### src/rtl/alu_mc_core.sv
// alu_mc_core: multi-cycle ALU with valid/ready handshakes, shift-add
// multiplier, restoring divider and divide-by-zero detection.
module alu_mc_core #(
    parameter int OPERAND_W = 16,
    parameter int OUT_W     = 2 * OPERAND_W
) (
    input  logic                 CLK,
    input  logic                 RST,
    input  logic                 IN_VALID,
    output logic                 IN_READY,
    input  logic [OPERAND_W-1:0] A,
    input  logic [OPERAND_W-1:0] B,
    input  logic [3:0]           ALU_FUN,
    output logic                 OUT_VALID,
    input  logic                 OUT_READY,
    output logic [OUT_W-1:0]     ALU_OUT,
    output logic                 CARRY_OUT,
    output logic                 ZERO_FLAG,
    output logic                 DIV_BY_ZERO,
    output logic [3:0]           CLASS_FLAG,
    output logic                 BUSY
);

    localparam int W  = OPERAND_W;
    localparam int CW = $clog2(OPERAND_W);

    typedef enum logic [1:0] {
        S_IDLE,
        S_MUL,
        S_DIV,
        S_DONE
    } state_e;

    state_e           state_q, state_d;
    logic [CW-1:0]    cnt_q, cnt_d;
    logic [W-1:0]     a_q, a_d;
    logic [W-1:0]     b_q, b_d;
    logic [2*W-1:0]   work_q, work_d;
    logic [OUT_W-1:0] res_q, res_d;
    logic             carry_q, carry_d;
    logic             zero_q, zero_d;
    logic             dbz_q, dbz_d;
    logic [3:0]       cls_q, cls_d;

    logic             accept;
    logic [W:0]       sum;
    logic [OUT_W-1:0] ax, bx;
    logic [OUT_W-1:0] sc_res;
    logic             sc_carry;
    logic [3:0]       sc_cls;
    logic [W:0]       mul_sum;
    logic [2*W-1:0]   mul_nxt;
    logic [W:0]       div_sh;
    logic [W:0]       div_diff;
    logic [2*W-1:0]   div_nxt;

    assign IN_READY    = (state_q == S_IDLE) ||
                         ((state_q == S_DONE) && OUT_READY);
    assign accept      = IN_VALID && IN_READY;
    assign OUT_VALID   = (state_q == S_DONE);
    assign BUSY        = (state_q == S_MUL) || (state_q == S_DIV);
    assign ALU_OUT     = res_q;
    assign CARRY_OUT   = carry_q;
    assign ZERO_FLAG   = zero_q;
    assign DIV_BY_ZERO = dbz_q;
    assign CLASS_FLAG  = cls_q;

    // Single-cycle datapath, evaluated straight from the input operands.
    always_comb begin
        ax       = OUT_W'(A);
        bx       = OUT_W'(B);
        sum      = {1'b0, A} + {1'b0, B};
        sc_res   = '0;
        sc_carry = 1'b0;
        sc_cls   = 4'b0000;
        case (ALU_FUN)
            4'b0000: begin
                sc_res   = ax + bx;
                sc_carry = sum[W];
                sc_cls   = 4'b0001;
            end
            4'b0001: begin
                sc_res   = ax - bx;
                sc_carry = (A < B);
                sc_cls   = 4'b0001;
            end
            4'b0011: begin
                sc_res = '1;
                sc_cls = 4'b0001;
            end
            4'b0100: begin
                sc_res = ax & bx;
                sc_cls = 4'b0010;
            end
            4'b0101: begin
                sc_res = ax | bx;
                sc_cls = 4'b0010;
            end
            4'b0110: begin
                sc_res = ~(ax & bx);
                sc_cls = 4'b0010;
            end
            4'b0111: begin
                sc_res = ~(ax | bx);
                sc_cls = 4'b0010;
            end
            4'b1001: begin
                sc_res = (A == B) ? OUT_W'(1) : '0;
                sc_cls = 4'b0100;
            end
            4'b1010: begin
                sc_res = (A > B) ? OUT_W'(2) : '0;
                sc_cls = 4'b0100;
            end
            4'b1011: begin
                sc_res = (A < B) ? OUT_W'(3) : '0;
                sc_cls = 4'b0100;
            end
            4'b1100: begin
                sc_res = ax >> 1;
                sc_cls = 4'b1000;
            end
            4'b1101: begin
                sc_res = ax << 1;
                sc_cls = 4'b1000;
            end
            4'b1110: begin
                sc_res = bx >> 1;
                sc_cls = 4'b1000;
            end
            4'b1111: begin
                sc_res = bx << 1;
                sc_cls = 4'b1000;
            end
            default: begin
                sc_res   = '0;
                sc_carry = 1'b0;
                sc_cls   = 4'b0000;
            end
        endcase
    end

    // work_q = {hi, lo}: product accumulator / {remainder, quotient}.
    always_comb begin
        mul_sum  = {1'b0, work_q[2*W-1:W]} +
                   {1'b0, (work_q[0] ? a_q : {W{1'b0}})};
        mul_nxt  = {mul_sum, work_q[W-1:1]};
        div_sh   = {work_q[2*W-1:W], work_q[W-1]};
        div_diff = div_sh - {1'b0, b_q};
        div_nxt  = div_diff[W] ?
                   {div_sh[W-1:0], work_q[W-2:0], 1'b0} :
                   {div_diff[W-1:0], work_q[W-2:0], 1'b1};
    end

    always_comb begin
        state_d = state_q;
        cnt_d   = cnt_q;
        a_d     = a_q;
        b_d     = b_q;
        work_d  = work_q;
        res_d   = res_q;
        carry_d = carry_q;
        zero_d  = zero_q;
        dbz_d   = dbz_q;
        cls_d   = cls_q;
        case (state_q)
            S_MUL, S_DIV: begin
                work_d = (state_q == S_MUL) ? mul_nxt : div_nxt;
                if (cnt_q == '0) begin
                    state_d = S_DONE;
                    res_d   = OUT_W'(work_d);
                    carry_d = 1'b0;
                    zero_d  = (work_d == '0);
                    dbz_d   = 1'b0;
                    cls_d   = 4'b0001;
                end else begin
                    cnt_d = cnt_q - 1'b1;
                end
            end
            S_DONE: begin
                if (OUT_READY) state_d = S_IDLE;
            end
            default: begin
                state_d = state_q;
            end
        endcase
        if (accept) begin
            a_d   = A;
            b_d   = B;
            cnt_d = CW'(W - 1);
            if (ALU_FUN == 4'b0010) begin
                state_d = S_MUL;
                work_d  = {{W{1'b0}}, B};
            end else if ((ALU_FUN == 4'b0011) && (B != '0)) begin
                state_d = S_DIV;
                work_d  = {{W{1'b0}}, A};
            end else begin
                state_d = S_DONE;
                res_d   = sc_res;
                carry_d = sc_carry;
                zero_d  = (sc_res == '0);
                dbz_d   = (ALU_FUN == 4'b0011);
                cls_d   = sc_cls;
            end
        end
    end

    always_ff @(posedge CLK or posedge RST) begin
        if (RST) begin
            state_q <= S_IDLE;
            cnt_q   <= '0;
            a_q     <= '0;
            b_q     <= '0;
            work_q  <= '0;
            res_q   <= '0;
            carry_q <= 1'b0;
            zero_q  <= 1'b0;
            dbz_q   <= 1'b0;
            cls_q   <= 4'b0000;
        end else begin
            state_q <= state_d;
            cnt_q   <= cnt_d;
            a_q     <= a_d;
            b_q     <= b_d;
            work_q  <= work_d;
            res_q   <= res_d;
            carry_q <= carry_d;
            zero_q  <= zero_d;
            dbz_q   <= dbz_d;
            cls_q   <= cls_d;
        end
    end

endmodule
### config.mk
export PLATFORM = sky130hd
export DESIGN_NAME = alu_mc_core
export DESIGN_NICKNAME = d
export VERILOG_FILES = /design/src/rtl/alu_mc_core.sv
export SDC_FILE = /design/constraint.sdc
export NUM_CORES = 1
export LEC_CHECK = 0
export BUFFER_PORTS_ARGS = -buffer_cell sky130_fd_sc_hd__buf_2
export CELL_PAD_IN_SITES_DETAIL_PLACEMENT = 1
export CELL_PAD_IN_SITES_GLOBAL_PLACEMENT = 1
export CORE_MARGIN = 2
export CORE_UTILIZATION = 46
export CTS_CLUSTER_DIAMETER = 200
export DETAILED_ROUTE_END_ITERATION = 10
export MAX_ROUTING_LAYER = met4
export PLACE_DENSITY = 0.83
export SYNTH_ARGS = -nofsm -noshare
export SYNTH_HDL_FRONTEND = slang
export SYNTH_SLANG_ARGS = --single-unit
### constraint.sdc
create_clock -name CLK -period 4.65 [get_ports CLK]
set_clock_uncertainty 0.05 [all_clocks]
set_input_delay 0.93 -clock CLK [delete_from_list [all_inputs] [get_ports CLK]]
set_output_delay 0.93 -clock CLK [all_outputs]
set_load 0.1 [all_outputs]
Word level (Yosys, flattened, before mapping)
Cells that the tools add are included.
{"block": "totals", "out_inout_bits": 42, "register_bits": 109, "wordCells": 110, "input_bits": 40}
{"block": "classes", "addsub": 6, "muxes": 47, "n_bitwise": 4, "n_lt_le_gt_ge": 2, "eq_ne": 21, "reduce_logical": 20}
{"op": "$pmux W32 S14", "count": 1}
{"op": "$mux W32", "count": 11}
{"op": "$logic_not A32 Y1", "count": 2}
{"op": "$not A16 Y32", "count": 2}
{"op": "$add A16 B16 Y17", "count": 3}
{"op": "$mux W4", "count": 8}
{"op": "$eq A4 B4 Y1 const B", "count": 7}
{"op": "$mux W1", "count": 17}
{"op": "$sub A16 B16 Y17", "count": 1}
{"op": "$sub A17 B16 Y17", "count": 1}
{"op": "$and A16 B16 Y16", "count": 1}
{"op": "$eq A16 B16 Y1", "count": 1}
{"op": "$eq A4 B3 Y1 const B", "count": 4}
{"op": "$gt A16 B16 Y1", "count": 1}
{"op": "$lt A16 B16 Y1", "count": 1}
{"op": "$mux W16", "count": 1}
{"op": "$or A16 B16 Y16", "count": 1}
{"op": "$pmux W4 S4", "count": 1}
{"op": "$reduce_bool A16 Y1", "count": 1}
{"op": "$mux W2", "count": 6}
{"op": "$eq A4 B2 Y1 const B", "count": 2}
{"op": "$logic_not A4 Y1", "count": 2}
{"op": "$reduce_or A4 Y1", "count": 2}
{"op": "$reduce_or A3 Y1", "count": 2}
{"op": "17 further kinds", "count": 21}

Longest topological paths before layout
Gate-level depths: netlist (run 1).
{"block": "depth", "depth_word": 9, "ltp_mapped": 15, "mapped_depth_nobuf": 14}

Worst setup path before layout (run 1)
OpenSTA, ideal clock, no wires.
{"block": "synth_path", "path_type": "flip-flop to flip-flop", "from": "register state_q[0]", "to": "register zero_q, in the netlist ZERO_FLAG", "path_buffers": 1, "required_ns": 4.528, "stages_incl_launch_ff": 13, "arrival_time_ns": 3.828, "setup_time_ns": 0.072, "period_less_slack_ns": 3.950, "slack_ns": 0.700, "path_cell_list": "dfrtp_1 > ha_1 > nand2_1 > nand2b_1 > and2_1 > clkbuf_1 > nand2_1 > nor2_1 > or4_1 > a2111o_1 > a2111oi_2 > nand4_1 > nand3_1"}
{"block": "synth_between", "elab_cells_between_ends": 15, "cone_classes": "eq/ne: 3; mux: 6; reduce/logical: 6"}
{"item": "start, declared", "line": "34", "text": "state_e state_q, state_d;"}
{"item": "start signal, assigned", "line": "221", "text": "state_q <= state_d;"}
{"item": "$eq A2 B2 Y1"}
{"item": "via OUT_VALID", "line": "14", "text": "output logic OUT_VALID,"}
{"item": "$logic_and A1 B1 Y1", "line": "58", "text": "((state_q == S_DONE) && OUT_READY);"}
{"item": "$logic_or A1 B1 Y1", "line": "57", "text": "assign IN_READY = (state_q == S_IDLE) ||"}
{"item": "via IN_READY", "line": "10", "text": "output logic IN_READY,"}
{"item": "$logic_and A1 B1 Y1", "line": "59", "text": "assign accept = IN_VALID && IN_READY;"}
{"item": "$mux W1", "line": "187", "text": "if (accept) begin"}
{"item": "via zero_d", "line": "41", "text": "logic zero_q, zero_d;"}
{"item": "end signal, assigned", "line": "228", "text": "zero_q <= zero_d;"}
{"item": "end, declared", "line": "41"}
The timed path passes the listed nets, and every way through them passes these cells.
A chain may end at the register's enable or synchronous reset.

Final worst setup path (run 1)
{"block": "layout_path", "from": "register work_q[15]", "to": "register zero_q, in the netlist ZERO_FLAG"}
{"block": "layout_between", "elab_chain_len": 9}
{"item": "start, declared", "line": "38", "text": "logic [2*W-1:0] work_q, work_d;"}
{"item": "start signal, assigned", "line": "225", "text": "work_q <= work_d;"}
{"item": "$sub A17 B16 Y17", "line": "149", "text": "div_diff = div_sh - {1'b0, b_q};"}
{"item": "$mux W32", "line": "150", "text": "div_nxt = div_diff[W] ?"}
{"item": "$mux W32 (*)", "line": "168", "text": "work_d = (state_q == S_MUL) ? mul_nxt : div_nxt;"}
{"item": "$logic_not A32 Y1 (*)", "line": "173", "text": "zero_d = (work_d == '0);"}
{"item": "$mux W1 (*)", "line": "169", "text": "if (cnt_q == '0) begin"}
{"item": "$mux W1 (*)", "line": "166", "text": "case (state_q)"}
{"item": "$mux W1", "line": "194", "text": "end else if ((ALU_FUN == 4'b0011) && (B != '0)) begin"}
{"item": "$mux W1", "line": "191", "text": "if (ALU_FUN == 4'b0010) begin"}
{"item": "$mux W1 (*)", "line": "187"}
{"item": "via zero_d", "line": "41"}
Mark *: on every way through the listed nets, which the timed path passes. The rest lies on a longest branch.

==> results.md, run 1 <==
* Later-pin clock latency in the skew report at 0.36 ns
* Remaining global-route overflow at 0
* Root Buffer Master: clkbuf_16
* CTS Buf Count at 9
* Endpoints failing setup at 0
* Yosys warns at 0
* Critical-path cell list: inv_1, ha_1, inv_1, fa_1, a211o_1, a31oi_4, o21ai_2, a311oi_1, a211oi_1, buf_4, a311oi_1, buf_4, nor4bb_1, nand4_1, nand3_1
* Cts repair resizes at 0
* Leak Pwr at 5.13 nW
* Share of layout cells above drive strength 1 at 0.125
* DR iter-0 viols at 884
* Synth area leader: dfrtp_1
* Final min period at 4.41 ns
* Vias in the first global route at 11400
* Max cap viols at 0
* Reg clk slew, reported paths at 0.08 ns
* Highest metal used: met4
* Drt drc at 0
* Worst Tran Pin Value at 1.08 ns
* Register cell area after layout at 2730 µm²
* Die Height at 154 µm
* Area Overhead vs Synth at 11.1%
* CP Class: register to register
* Unrepaired setup endpoints after global routing: false
* Hold endpoint: a_q[2]
* Post-CTS Hold Fix Bufs at 0
* Final Total Pwr at 8.96 mW
* Avg Inst Size Synth at 7.85 µm²
* Post-synth EDFFs at 0
* Post-Syn Area at 10400 µm²
* IO Pins at 82
* Final setup TNS at 0 ns
* Core Area at 22000 µm²
* VDD IR-drop max at 0.384 mV
* Filler cell count at 2731
* Initial antenna violation count at 0
* Worst Path Arrival at 4.65 ns
* TritonRoute pass-1 iters at 5
* DR WL/cell at 25.3 µm
* Pwr/cell area at 777 nW/µm²
* Kind of end point of the critical path: register
* R2R cell count at 15
* Hold crit path type: register to register
* Initial Util at 0.473
* DP HPWL at 32400 µm
* Top_reg_cell synth: dfrtp_1
* Register area share after synthesis at 0.263
* WL met3 at 2440 µm
* Top-area cell type share of the netlist area at 0.263
* # nets final at 1511
* Chip width at 154 µm
* Largest net degree at the start of global routing at 68
* CTS max path bufs at 2
* All-layer global routing usage at 0.366
* RR Endpoint: ZERO_FLAG
* Critical Path Start Type: register
* FP Rows at 54
* Slowest-stage cell, CP: a311oi_1
* CTS tree: built
* # clock sinks at 109
* Synth area leaders: dfrtp_1, ha_1, o21ai_0
* Slew margin rel. at 0.277
* Ant. Diodes at 0
* FFs w/ async S/R, synth at 1.00
* R2r startpoint: work_q[15]
* Number of setup buffers added after CTS at 0
* Met2 WL at 20100 µm
* Full die area at 23800 µm²
* Final Cell Area at 11500 µm²
* Run status: complete, no violations
* Area of the multi-input gates at 7030 µm²
* Post-Syn Nets at 1453
* Global-route wire length before repair at 65700 µm
* WL met1 at 16900 µm
* Synth Register Bits at 109
* R2R Setup Slk at 0.24 ns
* Worst endpoint required time at 4.89 ns
* Commonest cells in the netlist: o21ai_0, nand2_1, dfrtp_1, nor2_1, a21oi_1
* Area after DPL at 11200 µm²
* Routed WL at 42100 µm
* Cells after Synth at 1322
* Via Count at 10900
* Vias per cell at 6.53
* Post-synth cell types at 74
* Post-route ant nets at 0
* Hold Fails Final Rpt at 0
* CP max stage delay at 0.49 ns
* Worst hold path cell count at 2
* H-tree depth at 3
* Hold_sp: a_q[2]
* Fmax at 227 MHz
* PortBufs at 81
* GP Congestion at 0.985
* Final period util at 0.948
* Slew Limit Fails at 0
* Peak fanout along the critical path at 12
* Most frequent cell after synthesis: o21ai_0
## worst max-delay path, delay by kind of cell, from the launching register on
| family | cells | cell delay, ns |
|---|---|---|
| AOI/OAI and AO/OA | 6 | 1.73 |
| and+or+nand+nor | 3 | 0.88 |
| buffers and inverters | 4 | 0.61 |
| adders and majority gates | 2 | 0.60 |
| DFF | 1 | 0.47 |
## worst max-delay path by stage
stage,startpoint,end,slack [ns],cells after the start
2_1_floorplan,state_q[0],ZERO_FLAG,0.70,12
3_3_place_gp,A[5],ZERO_FLAG,0.35,13
3_5_place_dp,A[0],ALU_OUT[19],0.35,14
4_1_cts,work_q[15],ZERO_FLAG,0.33,15
5_1_grt,work_q[15],ZERO_FLAG,0.22,15
6_report,work_q[15],ZERO_FLAG,0.24,15
## logic make-up after synthesis
group	after synthesis	share of synthesized area
AOI/OAI and AO/OA	471	0.295
and+or+nand+nor	394	0.179
buffers and inverters	172	0.0629
DFF	109	0.263
adders and majority gates	91	0.113
muxes	59	0.0658
xor gates and xnor gates	26	0.0219
## per-stage QoR
stage / util / setup slack [ns] / std cells / hold WS [ns]
2_1_floorplan: - / 0.700 / 1322 / 0.392
3_3_place_gp: 0.511 / 0.349 / 1649 / 0.405
3_5_place_dp: 0.511 / 0.354 / 1649 / 0.418
4_1_cts: 0.525 / 0.326 / 1665 / 0.436
5_1_grt: 0.525 / 0.216 / 1665 / 0.473
6_report: 0.525 / 0.244 / 1665 / 0.435
## cell type report
| cell class | instances | area share |
|---|---|---|
| inverters | 87 | 0.0285 |
| clock inverters | 6 | 0.00662 |
| multi-input cells | 1041 | 0.610 |
| well taps | 280 | 0.0304 |
| flip-flops and latches | 109 | 0.237 |
| clock buffers | 10 | 0.0199 |
| repair buffers | 132 | 0.0684 |
## where the power goes
group	total, mW	switching [mW]	internal [mW]
combinational	6.41	4.36	2.05
sequential	1.73	0.353	1.38
clock	0.823	0.393	0.430
total	8.96	5.10	3.86
## cell usage in the layout (no fill, tap or decap), types with 8 or more instances in the layout
cell type,instances
a211oi_1,16
a21o_1,19
a21oi_1,88
a22oi_1,21
a31oi_1,12
and2_1,23
buf_2,81
buf_4,51
clkbuf_16,9
dfrtp_1,109
ha_1,85
inv_1,86
mux2i_1,51
nand2_1,136
nand2b_1,25
nand3_1,29
nand4_1,9
nor2_1,92
nor2b_1,18
nor3_1,24
nor4_1,11
o211ai_1,23
o21a_1,10
o21ai_0,148
o221ai_1,8
o22ai_1,25
o31ai_1,10
xnor2_1,18
xor2_1,8
## state kept, by name (all words and copies together) (netlist names)
| name | cells |
|---|---|
| ALU_OUT | 32 |
| ZERO_FLAG | 1 |
| b_q | 16 |
| CLASS_FLAG | 4 |
| state_q | 2 |
| a_q | 16 |
| cnt_q | 4 |
| CARRY_OUT | 1 |
| work_q | 32 |
| DIV_BY_ZERO | 1 |
## layer usage
| metal | up-vias | GRT usage |
|---|---|---|
| met5 | - | - |
| met4 | 0 | 0.202 |
| met3 | 128 | 0.0417 |
| met2 | 440 | 0.607 |
| met1 | 5372 | 0.436 |
| li1 | 4927 | - |
Power figures use the tool's default switching activity.
==> run 2: changes to the inputs <==
--- a/config.mk
+++ b/config.mk
@@ -14,6 +14,7 @@
 export DETAILED_ROUTE_END_ITERATION = 10
 export MAX_ROUTING_LAYER = met4
 export PLACE_DENSITY = 0.83
+export RECOVER_POWER = 50
 export SYNTH_ARGS = -nofsm -noshare
 export SYNTH_HDL_FRONTEND = slang
 export SYNTH_SLANG_ARGS = --single-unit
==> run 2 against run 1 <==
The flow now finishes with violations (max-capacitance violations, max-slew violations). Final area about the same. Combinational power about the same. Sequential share of layout area barely moved. Largest power group unchanged. Critical path depth is the same. Setup slack got worse by 0.019 ns. Global-route usage unchanged.
==> results.md, run 2 (synthesis results as in run 1) <==
* PortBufs at 81 (unchanged)
* Critical Path Start Type: register
* Initial Util at 0.473 (unchanged)
* Logic pwr share at 0.715 (about the same)
* Via Count at 10900 (+0.69%)
* Reg clk slew, reported paths at 0.08 ns (about the same)
* Initial antenna violation count at 0 (unchanged)
* IO Pins at 82 (unchanged)
* TritonRoute pass-1 iters at 5 (unchanged)
* Vias in the first global route at 11400 (unchanged)
* Endpoints failing setup at 0 (unchanged)
* DP HPWL at 32400 µm (unchanged)
* FP Rows at 54 (unchanged)
* Post-CTS Hold Fix Bufs at 0 (unchanged)
* All-layer global routing usage at 0.366 (unchanged)
* Final period util at 0.952 (+0.00416)
* Number of setup buffers added after CTS at 0 (unchanged)
* Area Overhead vs Synth at 11.0% (about the same)
* Unrepaired setup endpoints after global routing: false
* # clock sinks at 109 (unchanged)
* GP Congestion at 0.985 (unchanged)
* Vias per cell at 6.57 (+0.69%)
* # nets final at 1511 (unchanged)
* Cts repair resizes at 0 (unchanged)
* Int Pwr at 3.86 mW (about the same)
* Commonest non-fill, non-tap cells in the layout: o21ai_0, nand2_1, dfrtp_1
* Kind of end point of the critical path: register
* Sequential Power Share at 0.193 (about the same)
* Slew Limit Fails at 68 (+68)
* VDD IR-drop max at 0.384 mV (about the same)
* Slew margin rel. at -1.04 (-1.32)
* CTS tree: built
* H-tree depth at 3 (unchanged)
* Max cap viols at 1 (+1)
* Largest net degree at the start of global routing at 68 (unchanged)
* Pwr/cell area at 778 nW/µm² (+0.12%)
* Most common cell after layout, fill and taps aside: o21ai_0
* Final setup TNS at 0 ns (unchanged)
* Post-route ant nets at 0 (unchanged)
* Hold Fails Final Rpt at 0 (unchanged)
* Peak fanout along the critical path at 12 (unchanged)
* Failing checks: max-capacitance violations, max-slew violations
* Later-pin clock latency in the skew report at 0.36 ns (about the same)
* Die Height at 154 µm (unchanged)
* CTS Buf Count at 9 (unchanged)
* Run status: finished, violations left
* Full die area at 23800 µm² (unchanged)
* Worst Tran Pin Value at 3.04 ns (+1.96 ns)
* Clock power frac at 0.092 (about the same)
* Final min period at 4.43 ns (+0.0193 ns)
* Share of layout cells above drive strength 1 at 0.123 (-0.00144)
* Hold crit path type: register to register
* Remaining global-route overflow at 0 (unchanged)
* Core Area at 22000 µm² (unchanged)
* Global-route wire length before repair at 65700 µm (unchanged)
* Sw Share at 0.570 (about the same)
* Fmax at 226 MHz (-0.44%)
* Worst Path Arrival at 4.67 ns (+0.02 ns)
* Root Buffer Master: clkbuf_16
* Leak Pwr at 5.12 nW (-0.24%)
* Final hold slack at 0.436 ns (+0.000600 ns)
* DR iter-0 viols at 884 (unchanged)
* Post-route core utilization at 0.525 (about the same)
* CTS max path bufs at 2 (unchanged)
* Routed WL at 42100 µm (+0.12%)
* Drt drc at 0 (unchanged)
* Chip width at 154 µm (unchanged)
* CP Class: register to register
* Switching power at 5.11 mW (about the same)
* DR WL/cell at 25.3 µm (+0.12%)
* Ant. Diodes at 0 (unchanged)
* Worst endpoint required time at 4.89 ns (about the same)
run 2: worst paths after layout:
check / end / cells past startpoint / startpoint / slack (ns)
worst max register to register: ZERO_FLAG / 15 / work_q[15] / 0.22
worst max-delay path: ZERO_FLAG / 15 / work_q[15] / 0.22
worst min register to register: a_q[0] / 2 / a_q[0] / 0.44
worst min-delay path: a_q[0] / 2 / a_q[0] / 0.44
max in group asynchronous: ZERO_FLAG / 3 / RST / 1.06
min in group asynchronous: DIV_BY_ZERO / 2 / RST / 1.34
run 2: metal layers:
metal  up-vias  part of all wire  track usage
li1       4922                 -            -
met1      5462              0.40        0.436
met2       440              0.48        0.607
met3       118             0.058       0.0417
met4         0             0.059        0.202
met5         -                 0            -
run 2: per-stage QoR:
| step | std cells | total power [mW] | area (µm²) | setup slack [ns] |
|---|---|---|---|---|
| finish | 1665 | 8.97 | 11500 | 0.224 |
| CTS | 1665 | 8.89 | 11500 | 0.326 |
| detailed placement | 1649 | 7.98 | 11200 | 0.354 |
| global route | 1665 | 9.48 | 11500 | 0.216 |
| floorplan | 1322 | 6.13 | 10400 | 0.700 |
| global placement | 1649 | 7.77 | 11200 | 0.349 |
run 2: power by group through the flow:
stage	combinational, mW	clock, mW	sequential (mW)
after floorplan	3.51	0	2.62
after global placement	6.06	0	1.71
after detailed placement	6.25	0	1.73
after CTS	6.34	0.823	1.72
after global routing	6.86	0.853	1.77
final	6.41	0.823	1.73
run 2: worst max-delay path, cell delays in order, from the launching register on:
cell and delay (ns):
dfrtp_1 0.46, inv_1 0.10, ha_1 0.17, inv_1 0.06, fa_1 0.42, a211o_1 0.33
a31oi_4 0.23, o21ai_2 0.12, a311oi_1 0.45, a211oi_1 0.10, buf_4 0.22, a311oi_1 0.50
buf_4 0.25, nor4bb_1 0.49, nand4_1 0.27, nand3_1 0.14
run 2: area by class of cell:
| type | count | area [µm²] |
|---|---|---|
| clock buffer | 10 | 229 |
| sequential | 109 | 2730 |
| inverter | 87 | 328 |
| tap | 280 | 350 |
| clock inverter | 6 | 76.3 |
| fill | 2734 | 10400 |
| timing repair buffer | 132 | 781 |
| multi-input combinational | 1041 | 7030 |
==> run 3: changes to the inputs <==
--- a/config.mk
+++ b/config.mk
@@ -7,9 +7,9 @@
 export LEC_CHECK = 0
 export BUFFER_PORTS_ARGS = -buffer_cell sky130_fd_sc_hd__buf_2
 export CELL_PAD_IN_SITES_DETAIL_PLACEMENT = 1
-export CELL_PAD_IN_SITES_GLOBAL_PLACEMENT = 1
+export CELL_PAD_IN_SITES_GLOBAL_PLACEMENT = 2
 export CORE_MARGIN = 2
-export CORE_UTILIZATION = 46
+export CORE_UTILIZATION = 37
 export CTS_CLUSTER_DIAMETER = 200
 export DETAILED_ROUTE_END_ITERATION = 10
 export MAX_ROUTING_LAYER = met4
==> run 3 against run 2 <==
The run still ends with max-capacitance violations, max-slew violations left. Fmax is 0.20% lower. First-iteration DRC count is 19% lower. Wire length is 4.3% higher. Power is 1.6% lower. Core utilization is 10 points lower. Combinational power is 3% lower. Global-route usage is 5.6 points lower. Flip-flop and latch count stayed put. Clock power is 4.7% higher. Critical path type unchanged. Critical endpoint unchanged.
==> results.md, run 3 (synthesis results as in run 1) <==
* Run status: finished, violations left
* Failing checks: max-capacitance violations, max-slew violations
* Chip width at 171 µm (+11%)
* Endpoints failing setup at 0 (unchanged)
* WL met3 at 1710 µm (-31%)
* Post-CTS Hold Fix Bufs at 0 (unchanged)
* Commonest non-fill, non-tap cells in the layout: o21ai_0, nand2_1, dfrtp_1
* FP Rows at 61 (+13%)
* Unrepaired setup endpoints after global routing: false
* Final Total Pwr at 8.83 mW (-1.6%)
* RR Endpoint: ZERO_FLAG
* R2R cell count at 15 (unchanged)
* Pwr/cell area at 754 nW/µm² (-3.1%)
* R2R Setup Slk at 0.22 ns (about the same)
* Worst endpoint required time at 4.90 ns (about the same)
* Post-route ant nets at 0 (unchanged)
* VDD IR-drop max at 0.303 mV (-21%)
* IO Pins at 82 (unchanged)
* Via Count at 10600 (-2.9%)
* DP HPWL at 33900 µm (+4.8%)
* Global-route wire length before repair at 66700 µm (+1.6%)
* Hold Fails Final Rpt at 0 (unchanged)
* Later-pin clock latency in the skew report at 0.37 ns (about the same)
* CTS tree: built
* Core Area at 27700 µm² (+26%)
* WL met1 at 19000 µm (+12%)
* Final period util at 0.954 (+0.00192)
* CTS Buf Count at 9 (unchanged)
* Final setup TNS at 0 ns (unchanged)
* Remaining global-route overflow at 0 (unchanged)
* Slew Limit Fails at 89 (+31%)
* Worst Tran Pin Value at 2.75 ns (-0.290 ns)
* Hold crit path type: register to register
* Ant. Diodes at 0 (unchanged)
* Die Height at 171 µm (+11%)
* Vias per cell at 6.02 (-8.4%)
* Critical path endpoint: ZERO_FLAG
* Leak Pwr at 5.11 nW (about the same)
* Final min period at 4.43 ns (+0.00891 ns)
* Filler cell count at 3426 (+25%)
* Slew margin rel. at -0.846 (+0.194)
* Max cap viols at 2 (+1)
* Critical Path Start Type: register
* Register cell area after layout at 2730 µm² (unchanged)
* Crit. Startpoint: work_q[15]
* Kind of end point of the critical path: register
* Routed WL at 43900 µm (+4.3%)
* Vias in the first global route at 11000 (-3.3%)
* Number of setup buffers added after CTS at 0 (unchanged)
* Area Overhead vs Synth at 12.8%
* CP Class: register to register
* Drt drc at 0 (unchanged)
* Worst Path Arrival at 4.68 ns (about the same)
* Met2 WL at 21300 µm (+5.0%)
* Largest net degree at the start of global routing at 60 (-12%)
* Full die area at 29400 µm² (+24%)
* All-layer global routing usage at 0.310 (-0.0557)
* # nets final at 1514 (+0.20%)
* DR WL/cell at 24.9 µm (-1.7%)
* Share of layout cells above drive strength 1 at 0.120 (-0.00387)
* # clock sinks at 109 (unchanged)
* TritonRoute pass-1 iters at 5 (unchanged)
* Most common cell after layout, fill and taps aside: o21ai_0
* CTS max path bufs at 2 (unchanged)
* R2r startpoint: work_q[15]
* Highest metal used: met4
* H-tree depth at 3 (unchanged)
* DR iter-0 viols at 719 (-19%)
* Root Buffer Master: clkbuf_16
* Cts repair resizes at 0 (unchanged)
* Fmax at 226 MHz (-0.20%)
* Initial antenna violation count at 0 (unchanged)
* Peak fanout along the critical path at 10 (-2)
* GP Congestion at 0.962 (-2.3%)
* Reg clk slew, reported paths at 0.09 ns (about the same)
* Area of the multi-input gates at 7030 µm² (about the same)
* Initial Util at 0.375 (-0.0980)
* PortBufs at 81 (unchanged)
[run 3: cell count changes in the layout (fill, tap and decap cells not counted), sizes merged]
| cell | delta |
|---|---|
| clkbuf | +10 |
| buf | -7 |
| clkinv | +1 |
| inv | -1 |
[run 3: per-stage QoR]
step / hold WS [ns] / std cells / cell area, µm² / utilization / worst slack [ns]
global placement: 0.408 / 1750 / 11400 / 0.411 / 0.146
floorplan: 0.392 / 1322 / 10400 / - / 0.700
detailed placement: 0.419 / 1750 / 11400 / 0.411 / 0.143
CTS: 0.437 / 1766 / 11700 / 0.423 / 0.207
finish: 0.430 / 1766 / 11700 / 0.422 / 0.216
global route: 0.458 / 1766 / 11700 / 0.422 / 0.0162
[run 3: final cells by class]
cell class                      count  share of cell area
Multi-Input combinational cell   1041               0.601
Sequential cell                   109               0.233
Timing Repair Buffer              135              0.0697
Tap cell                          378              0.0404
Inverter                           87              0.0280
Clock buffer                       10              0.0204
Clock inverter                      6             0.00738
[run 3: report_power, final]
| group | switching, mW | internal (mW) | leakage, nW |
|---|---|---|---|
| clock network | 0.413 | 0.449 | 0.160 |
| logic | 4.25 | 1.98 | 3.64 |
| registers | 0.353 | 1.38 | 1.31 |
| total | 5.02 | 3.81 | 5.11 |
[run 3: worst max-delay path, cell delays in order (launching register included)]
cell and delay, ns:
dfrtp_1 0.39, inv_1 0.06, ha_1 0.17, inv_1 0.06
fa_1 0.43, a211o_1 0.34, a31oi_4 0.24, o21ai_2 0.13
a311oi_1 0.43, a211o_1 0.33, buf_4 0.27, mux2i_1 0.20
o21ai_0 0.12, nor4bb_1 0.64, nand4_1 0.35, nand3_1 0.18
[run 3: layer usage]
metal	global-route usage	vias up
met5	-	-
met4	0.138	0
met3	0.0304	85
met2	0.514	305
met1	0.384	5292
li1	-	4944
[run 3: how the worst min path moves through the flow]
| stage | start | to | slack [ns] | cells past startpoint |
|---|---|---|---|---|
| after floorplan | a_q[0] | a_q[0] | 0.39 | 2 |
| after global placement | a_q[8] | a_q[8] | 0.41 | 2 |
| after detailed placement | a_q[15] | a_q[15] | 0.42 | 2 |
| after CTS | a_q[9] | a_q[9] | 0.44 | 2 |
| after global routing | a_q[9] | a_q[9] | 0.46 | 2 |
| final | a_q[9] | a_q[9] | 0.43 | 2 |
